$ cat config.mk
export PLATFORM = sky130hd
export DESIGN_NAME = fir_mac_datapath
export DESIGN_NICKNAME = d
export VERILOG_FILES = /design/src/rtl/fir_pkg.sv /design/src/rtl/fir_mac_datapath_coeff_bank.sv /design/src/rtl/fir_mac_datapath.sv
export SDC_FILE = /design/constraint.sdc
export NUM_CORES = 2
export LEC_CHECK = 0
export ABC_AREA = 1
export BUFFER_PORTS_ARGS = -buffer_cell sky130_fd_sc_hd__buf_2
export CAP_MARGIN = 20
export CORE_MARGIN = 1
export CORE_UTILIZATION = 65
export DETAILED_ROUTE_END_ITERATION = 10
export PLACE_DENSITY = 0.82
export SYNTH_ARGS = -nofsm -noshare
export SYNTH_HDL_FRONTEND = slang
export SYNTH_SLANG_ARGS = --single-unit
$ cat constraint.sdc
create_clock -name clk -period 12 [get_ports clk]
set_clock_uncertainty 0.2 [all_clocks]
set_input_delay 2.4 -clock clk [delete_from_list [all_inputs] [get_ports clk]]
set_output_delay 2.4 -clock clk [all_outputs]
set_load 0.1 [all_outputs]
$ cat src/rtl/fir_pkg.sv
// Shared types, widths and arithmetic helpers for the serial FIR MAC datapath.
package fir_pkg;

  // Widths are sized for the largest supported bank; smaller banks simply leave headroom.
  localparam int unsigned MAX_TAPS_LIM = 16;
  localparam int unsigned TAP_IDX_W    = $clog2(MAX_TAPS_LIM);
  localparam int unsigned CNT_W        = TAP_IDX_W + 1;
  localparam int unsigned ACC_W        = 64 + TAP_IDX_W;

  localparam logic signed [ACC_W-1:0] ACC_SAT_HI = ACC_W'(64'sh0000_0000_7FFF_FFFF);
  localparam logic signed [ACC_W-1:0] ACC_SAT_LO = ACC_W'(64'shFFFF_FFFF_8000_0000);

  typedef enum logic [1:0] {
    S_LOAD,
    S_READY,
    S_MAC,
    S_OUT
  } state_t;

  // Clamp a wide signed accumulator into the signed 32-bit range.
  function automatic logic [31:0] sat32(input logic signed [ACC_W-1:0] acc);
    if (acc > ACC_SAT_HI) return 32'h7FFF_FFFF;
    if (acc < ACC_SAT_LO) return 32'h8000_0000;
    return acc[31:0];
  endfunction

  // Effective tap count: zero means one tap, anything above the bank depth clamps to it.
  function automatic logic [CNT_W-1:0] eff_taps(input logic [31:0] tap_count,
                                                input int unsigned max_taps);
    if (tap_count == 32'd0) return CNT_W'(1);
    if (tap_count > max_taps) return CNT_W'(max_taps);
    return CNT_W'(tap_count);
  endfunction

endpackage

$ cat src/rtl/fir_mac_datapath_coeff_bank.sv
// Coefficient register file: synchronous write port, asynchronous read port.
module fir_coeff_bank #(
  parameter int unsigned MAX_TAPS = 16,
  parameter int unsigned IDX_W    = $clog2(MAX_TAPS)
) (
  input  logic             clk,
  input  logic             we,
  input  logic [IDX_W-1:0] waddr,
  input  logic [31:0]      wdata,
  input  logic [IDX_W-1:0] raddr,
  output logic [31:0]      rdata
);

  logic [31:0] mem [MAX_TAPS];

  // Contents are only meaningful below the latched tap count, so no reset is needed.
  always_ff @(posedge clk) begin
    if (we) mem[waddr] <= wdata;
  end

  assign rdata = mem[raddr];

endmodule

$ cat src/rtl/fir_mac_datapath.sv
// FIR datapath: coefficient bank, sample delay line and a one-tap-per-cycle serial MAC.
module fir_mac_datapath
  import fir_pkg::*;
#(
  parameter int unsigned MAX_TAPS  = MAX_TAPS_LIM,
  parameter int unsigned FRAC_BITS = 0
) (
  input  logic        clk,
  input  logic        rstn,
  input  logic [31:0] tap_count,
  input  logic [31:0] coeff_data,
  input  logic        coeff_data_valid,
  input  logic [31:0] x_data,
  input  logic        x_data_valid,
  input  logic        compute,
  output logic        coefficient_loading_complete,
  output logic        output_data_valid,
  output logic [31:0] output_data,
  output logic        busy,
  output logic        overrun
);

  localparam int unsigned IDX_W = $clog2(MAX_TAPS);

  state_t                   state_q, state_d;
  logic [CNT_W-1:0]         n_q, n_d;
  logic [CNT_W-1:0]         wptr_q, wptr_d;
  logic [IDX_W-1:0]         k_q, k_d;
  logic signed [ACC_W-1:0]  acc_q, acc_d;
  logic signed [31:0]       x_q [MAX_TAPS];
  logic signed [31:0]       x_d [MAX_TAPS];
  logic                     complete_q, complete_d;
  logic                     valid_q, valid_d;
  logic [31:0]              data_q, data_d;
  logic                     busy_q, busy_d;
  logic                     overrun_q, overrun_d;

  logic                     coeff_we;
  logic [IDX_W-1:0]         coeff_waddr;
  logic [31:0]              coeff_rd;
  logic [31:0]              x_k;
  logic signed [63:0]       prod;
  logic [CNT_W-1:0]         n_req;
  logic [CNT_W-1:0]         n_load;

  fir_coeff_bank #(
    .MAX_TAPS (MAX_TAPS),
    .IDX_W    (IDX_W)
  ) u_coeff_bank (
    .clk   (clk),
    .we    (coeff_we),
    .waddr (coeff_waddr),
    .wdata (coeff_data),
    .raddr (k_q),
    .rdata (coeff_rd)
  );

  assign x_k    = x_q[k_q];
  assign prod   = $signed({{32{coeff_rd[31]}}, coeff_rd}) * $signed({{32{x_k[31]}}, x_k});
  assign n_req  = eff_taps(tap_count, MAX_TAPS);
  // The tap count is captured only by the first write of a load.
  assign n_load = (wptr_q == '0) ? n_req : n_q;

  // Next-state and datapath update.
  always_comb begin
    state_d     = state_q;
    n_d         = n_q;
    wptr_d      = wptr_q;
    k_d         = k_q;
    acc_d       = acc_q;
    x_d         = x_q;
    complete_d  = complete_q;
    valid_d     = 1'b0;
    data_d      = data_q;
    overrun_d   = overrun_q;
    coeff_we    = 1'b0;
    coeff_waddr = '0;

    unique case (state_q)
      S_LOAD: begin
        if (coeff_data_valid) begin
          coeff_we    = 1'b1;
          coeff_waddr = IDX_W'(wptr_q);
          n_d         = n_load;
          wptr_d      = wptr_q + CNT_W'(1);
          if (wptr_q + CNT_W'(1) == n_load) begin
            complete_d = 1'b1;
            state_d    = S_READY;
          end
        end
      end
      S_READY: begin
        if (coeff_data_valid) begin
          // Reload takes priority over a simultaneous sample.
          coeff_we    = 1'b1;
          coeff_waddr = '0;
          n_d         = n_req;
          wptr_d      = CNT_W'(1);
          x_d         = '{default: '0};
          complete_d  = (n_req == CNT_W'(1));
          state_d     = (n_req == CNT_W'(1)) ? S_READY : S_LOAD;
          if (x_data_valid) overrun_d = 1'b1;
        end else if (x_data_valid) begin
          if (compute) begin
            x_d[0] = x_data;
            for (int i = 1; i < int'(MAX_TAPS); i++) x_d[i] = x_q[i-1];
            acc_d   = '0;
            k_d     = '0;
            state_d = S_MAC;
          end else begin
            overrun_d = 1'b1;
          end
        end
      end
      S_MAC: begin
        acc_d = acc_q + {{(ACC_W-64){prod[63]}}, prod};
        k_d   = k_q + IDX_W'(1);
        if (k_q == IDX_W'(n_q - CNT_W'(1))) state_d = S_OUT;
        if (x_data_valid) overrun_d = 1'b1;
      end
      S_OUT: begin
        valid_d = 1'b1;
        data_d  = sat32(acc_q >>> FRAC_BITS);
        state_d = S_READY;
        if (x_data_valid) overrun_d = 1'b1;
      end
      default: state_d = S_LOAD;
    endcase

    busy_d = (state_d == S_MAC) || (state_d == S_OUT);
  end

  // State and datapath registers.
  always_ff @(posedge clk) begin
    if (!rstn) begin
      state_q    <= S_LOAD;
      n_q        <= CNT_W'(1);
      wptr_q     <= '0;
      k_q        <= '0;
      acc_q      <= '0;
      x_q        <= '{default: '0};
      complete_q <= 1'b0;
      valid_q    <= 1'b0;
      data_q     <= '0;
      busy_q     <= 1'b0;
      overrun_q  <= 1'b0;
    end else begin
      state_q    <= state_d;
      n_q        <= n_d;
      wptr_q     <= wptr_d;
      k_q        <= k_d;
      acc_q      <= acc_d;
      x_q        <= x_d;
      complete_q <= complete_d;
      valid_q    <= valid_d;
      data_q     <= data_d;
      busy_q     <= busy_d;
      overrun_q  <= overrun_d;
    end
  end

  assign coefficient_loading_complete = complete_q;
  assign output_data_valid            = valid_q;
  assign output_data                  = data_q;
  assign busy                         = busy_q;
  assign overrun                      = overrun_q;

endmodule

==> impl_metrics.env <==
export IMPL_power_density_mw_per_mm2=87.2
export IMPL_io_pins=137
export IMPL_numClockSinks=1148
export IMPL_cts_root_buf="clkbuf_16"
export IMPL_final_antenna_net_count=0
export IMPL_p_sw_mw=2.17
export IMPL_first_pass_iters=9
export IMPL_max_stage_delay_ns=0.57
export IMPL_pwr_share_seq=0.486
export IMPL_synth_seq_cells=1148
export IMPL_dp_cells=12471
export IMPL_finalPower_mw=8.45
export IMPL_slew_headroom=0.0818
export IMPL_grt_pass1_wl_mm=420
export IMPL_outcome="completed"
export IMPL_worstMarginPinSlew_ns=1.38
export IMPL_p_leak_nw=44.7
export IMPL_layout_cells_non_filler=12692
export IMPL_fmax_mhz=85.8
export IMPL_wl_per_cell_um=21.3
export IMPL_slowest_stage="nand2_1"
export IMPL_crit_top_cell="nand2_1"
export IMPL_rsz0062_at_grt="false"
export IMPL_grt_use_total=0.382
export IMPL_grt_start_max_net_pins=245
export IMPL_fp_dieH_um=376
export IMPL_viasPerCell=5.98
export IMPL_drcViolationCount=0
export IMPL_fillers=10503
export IMPL_routed_wl_mm=270
export IMPL_die_w_um=376
export IMPL_multi_input_area_mm2=0.0524
export IMPL_critPathKind="flip-flop to flip-flop"
export IMPL_nets=12173
export IMPL_syn_cell_area_mm2=0.0909
export IMPL_clk_path_buf_depth=3
export IMPL_worst_slack_ns=0.339
export IMPL_setup_viol=0
export IMPL_synthesis_nets=12333
export IMPL_final_layout_size_suffix_gt1_frac=0.0552
export IMPL_p_int_mw=6.29
export IMPL_fp_row_count=136
export IMPL_period_minus_slack_ns=11.66
export IMPL_dp_worst_setup_slack_ns=0.0697
export IMPL_area_growth_pct=6.67
export IMPL_timing_final_crit_share=0.972
export IMPL_avgSynthCellArea_um2=8.35
export IMPL_regArea_mm2=0.0281
export IMPL_hold_class="flip-flop to flip-flop"
export IMPL_worstPathArrival_ns=12.04
export IMPL_async_flop_share=0
export IMPL_pwr_share_comb=0.092
export IMPL_floorplan_initialDensity=0.658
export IMPL_dieArea_mm2=0.141
export IMPL_p_clk_frac=0.422
export IMPL_vias=75939
export IMPL_grt_antenna_before_repair=12
export IMPL_maxCapViolations=0
export IMPL_hold_buffers=0
export IMPL_clk_latency_ns=0.82
export IMPL_cts_made_buffers=113
export IMPL_crit_fanout=81
export IMPL_tns_ns=0
export IMPL_coreArea_mm2=0.138
export IMPL_clkTransAtPathRegs_ns=0.06
export IMPL_swShare=0.256
export IMPL_yosysSeqAreaShare=0.309
export IMPL_vdd_drop_max_v=0.000165
export IMPL_maxSlewViolCount=0
export IMPL_post_dp_hpwl_mm=193
export IMPL_critPathRequiredTime_ns=12.38
export IMPL_cp_start_kind="flip-flop"
export IMPL_grt_overflow=0
export IMPL_cts_tree="yes"
export IMPL_grt_pass1_vias=76404
export IMPL_portBuffers=136
export IMPL_drtIter0Drc=8920
export IMPL_ys_warn_count=0
export IMPL_syn_inst=10890
export IMPL_synth_cell_types=57
export IMPL_gp_congestion=1.05
export IMPL_end_kind="flip-flop"
export IMPL_synth_edff_count=512
export IMPL_htreeDepth=3
export IMPL_hold_viol=0
export IMPL_synth_top_flop_cell="dfxtp_1"
path summary, 6_finish.rpt:
kind | from | endpoint | slack (ns) | cells past startpoint
min reg2reg | x_q[315] | x_q[283] | 0.22 | 2
max reg2reg | flip-flop | acc_q[66] | 0.34 | 41
max | flip-flop | acc_q[66] | 0.34 | 41
min | x_q[315] | x_q[283] | 0.22 | 2
flip-flops by register name (all words and copies together), names as in the netlist, named ones only:
signal,flops
output_data,32
k_q,4
coefficient_loading_complete,1
wptr_q,5
state_q,2
busy,1
x_q,512
overrun,1
n_q,5
u_coeff_bank.mem,512
output_data_valid,1
acc_q,68
through the flow:
stage,area (um2),util,hold slack (ns)
5_1_grt,97000,0.702,0.239
4_1_cts,96800,0.700,0.212
6_report,97000,0.702,0.220
2_1_floorplan,90900,-,0.240
3_5_place_dp,93000,0.673,0.254
3_3_place_gp,93000,0.673,0.249
cells by family after synthesis:
family,count (synthesis),share of synthesized area
AND/OR/NAND/NOR,3693,0.162
AO/OA/AOI/OAI,1927,0.118
adder cells (fa/ha/maj),1342,0.274
XOR/XNOR,71,0.00684
multiplexers,128,0.0141
buffers and inverters,2581,0.116
flip-flops,1148,0.309
placed cells by master, fill, tap and decap left out, types with 10 or more instances in the layout:
| master | Yosys | layout |
|---|---|---|
| nor4_1 | 16 | 15 |
| nor2_1 | 619 | 601 |
| inv_1 | 1939 | 1936 |
| clkinv_2 | 0 | 24 |
| a21o_1 | 18 | 18 |
| clkinv_1 | 1 | 10 |
| clkbuf_8 | 0 | 16 |
| nor3_1 | 24 | 23 |
| fa_1 | 1083 | 1083 |
| o211ai_1 | 163 | 163 |
| nand2_1 | 2529 | 2525 |
| buf_2 | 226 | 136 |
| o21ai_1 | 9 | 10 |
| dfxtp_1 | 636 | 630 |
| nand3b_1 | 17 | 17 |
| mux2i_1 | 128 | 128 |
| buf_12 | 0 | 46 |
| nand3_1 | 420 | 420 |
| o21bai_1 | 31 | 31 |
| o21ai_0 | 580 | 579 |
| a21oi_1 | 960 | 959 |
| xnor2_1 | 25 | 25 |
| a31oi_1 | 14 | 14 |
| ha_1 | 259 | 259 |
| inv_2 | 20 | 17 |
| clkbuf_1 | 251 | 31 |
| edfxtp_1 | 512 | 512 |
| o221ai_1 | 98 | 98 |
| nor2_4 | 1 | 18 |
| buf_4 | 117 | 151 |
| clkbuf_16 | 0 | 114 |
| o22ai_1 | 19 | 19 |
| xor2_1 | 46 | 46 |
| nand4_1 | 44 | 44 |
per-layer routing:
metal,up-vias,wire length [um],global-route usage,part of all wire
met2,4457,124000,0.607,0.46
met4,12,17800,0.221,0.066
met3,1087,27400,0.0745,0.10
met5,-,78,0,0.00029
li1,33885,-,-,-
met1,36498,101000,0.489,0.37
worst max-delay path, delay by kind of cell, from the launching register on:
family	cells	cell delay, ns
fa+ha+maj	10	4.82
simple gates	17	3.26
flops	1	0.54
compound gates	5	1.13
xor+xnor	1	0.19
buf+inv	8	1.22
power groups by stage:
stage	Combinational (mW)	Sequential [mW]	Clock, mW
detailed placement	0.752	4.19	0
floorplan	0.477	4.19	0
global route	0.834	4.11	3.74
finish	0.778	4.11	3.57
global placement	0.732	4.19	0
CTS	0.756	4.11	3.58
Yosys cell counts, types with 8 or more instances:
cell	number	share of area
ha_1	259	0.036
o21ai_0	580	0.032
fa_1	1083	0.24
mux2i_1	128	0.014
xnor2_1	25	0.0024
edfxtp_1	512	0.17
nand4_1	44	0.0030
dfxtp_1	636	0.14
a21o_1	18	0.0015
nand2_1	2529	0.10
inv_1	1939	0.080
nor3_1	24	0.0013
buf_4	117	0.0097
buf_2	226	0.012
nand3_1	420	0.023
o21ai_1	9	0.00050
inv_2	20	0.00083
nor2_1	619	0.026
nor4_1	16	0.0011
buf_6	18	0.0022
o221ai_1	98	0.0094
nand3b_1	17	0.0014
a21oi_1	960	0.053
a21boi_0	10	0.00083
o211ai_1	163	0.013
xor2_1	46	0.0044
clkbuf_1	251	0.010
o21bai_1	31	0.0026
o22ai_1	19	0.0013
buf_1	8	0.00033
a31oi_1	14	0.00096
layout make-up:
type / instances / share of cell area
Multi-Input combinational cell: 7161 / 0.541
Sequential cell: 1148 / 0.290
Inverter: 1960 / 0.0763
Clock buffer: 160 / 0.0326
Timing Repair Buffer: 346 / 0.0306
Tap cell: 1863 / 0.0240
Clock inverter: 52 / 0.00570
Antenna cell: 2 / 0.0000516
repair_timing:
item / in CTS / in global routing
gates resized for setup: 1 / 20
gates cloned: 0 / 1
pin swaps: 0 / 1
setup endpoints to repair: 1 / 24
setup buffers: 0 / 4
Power figures use the tool's default switching activity.
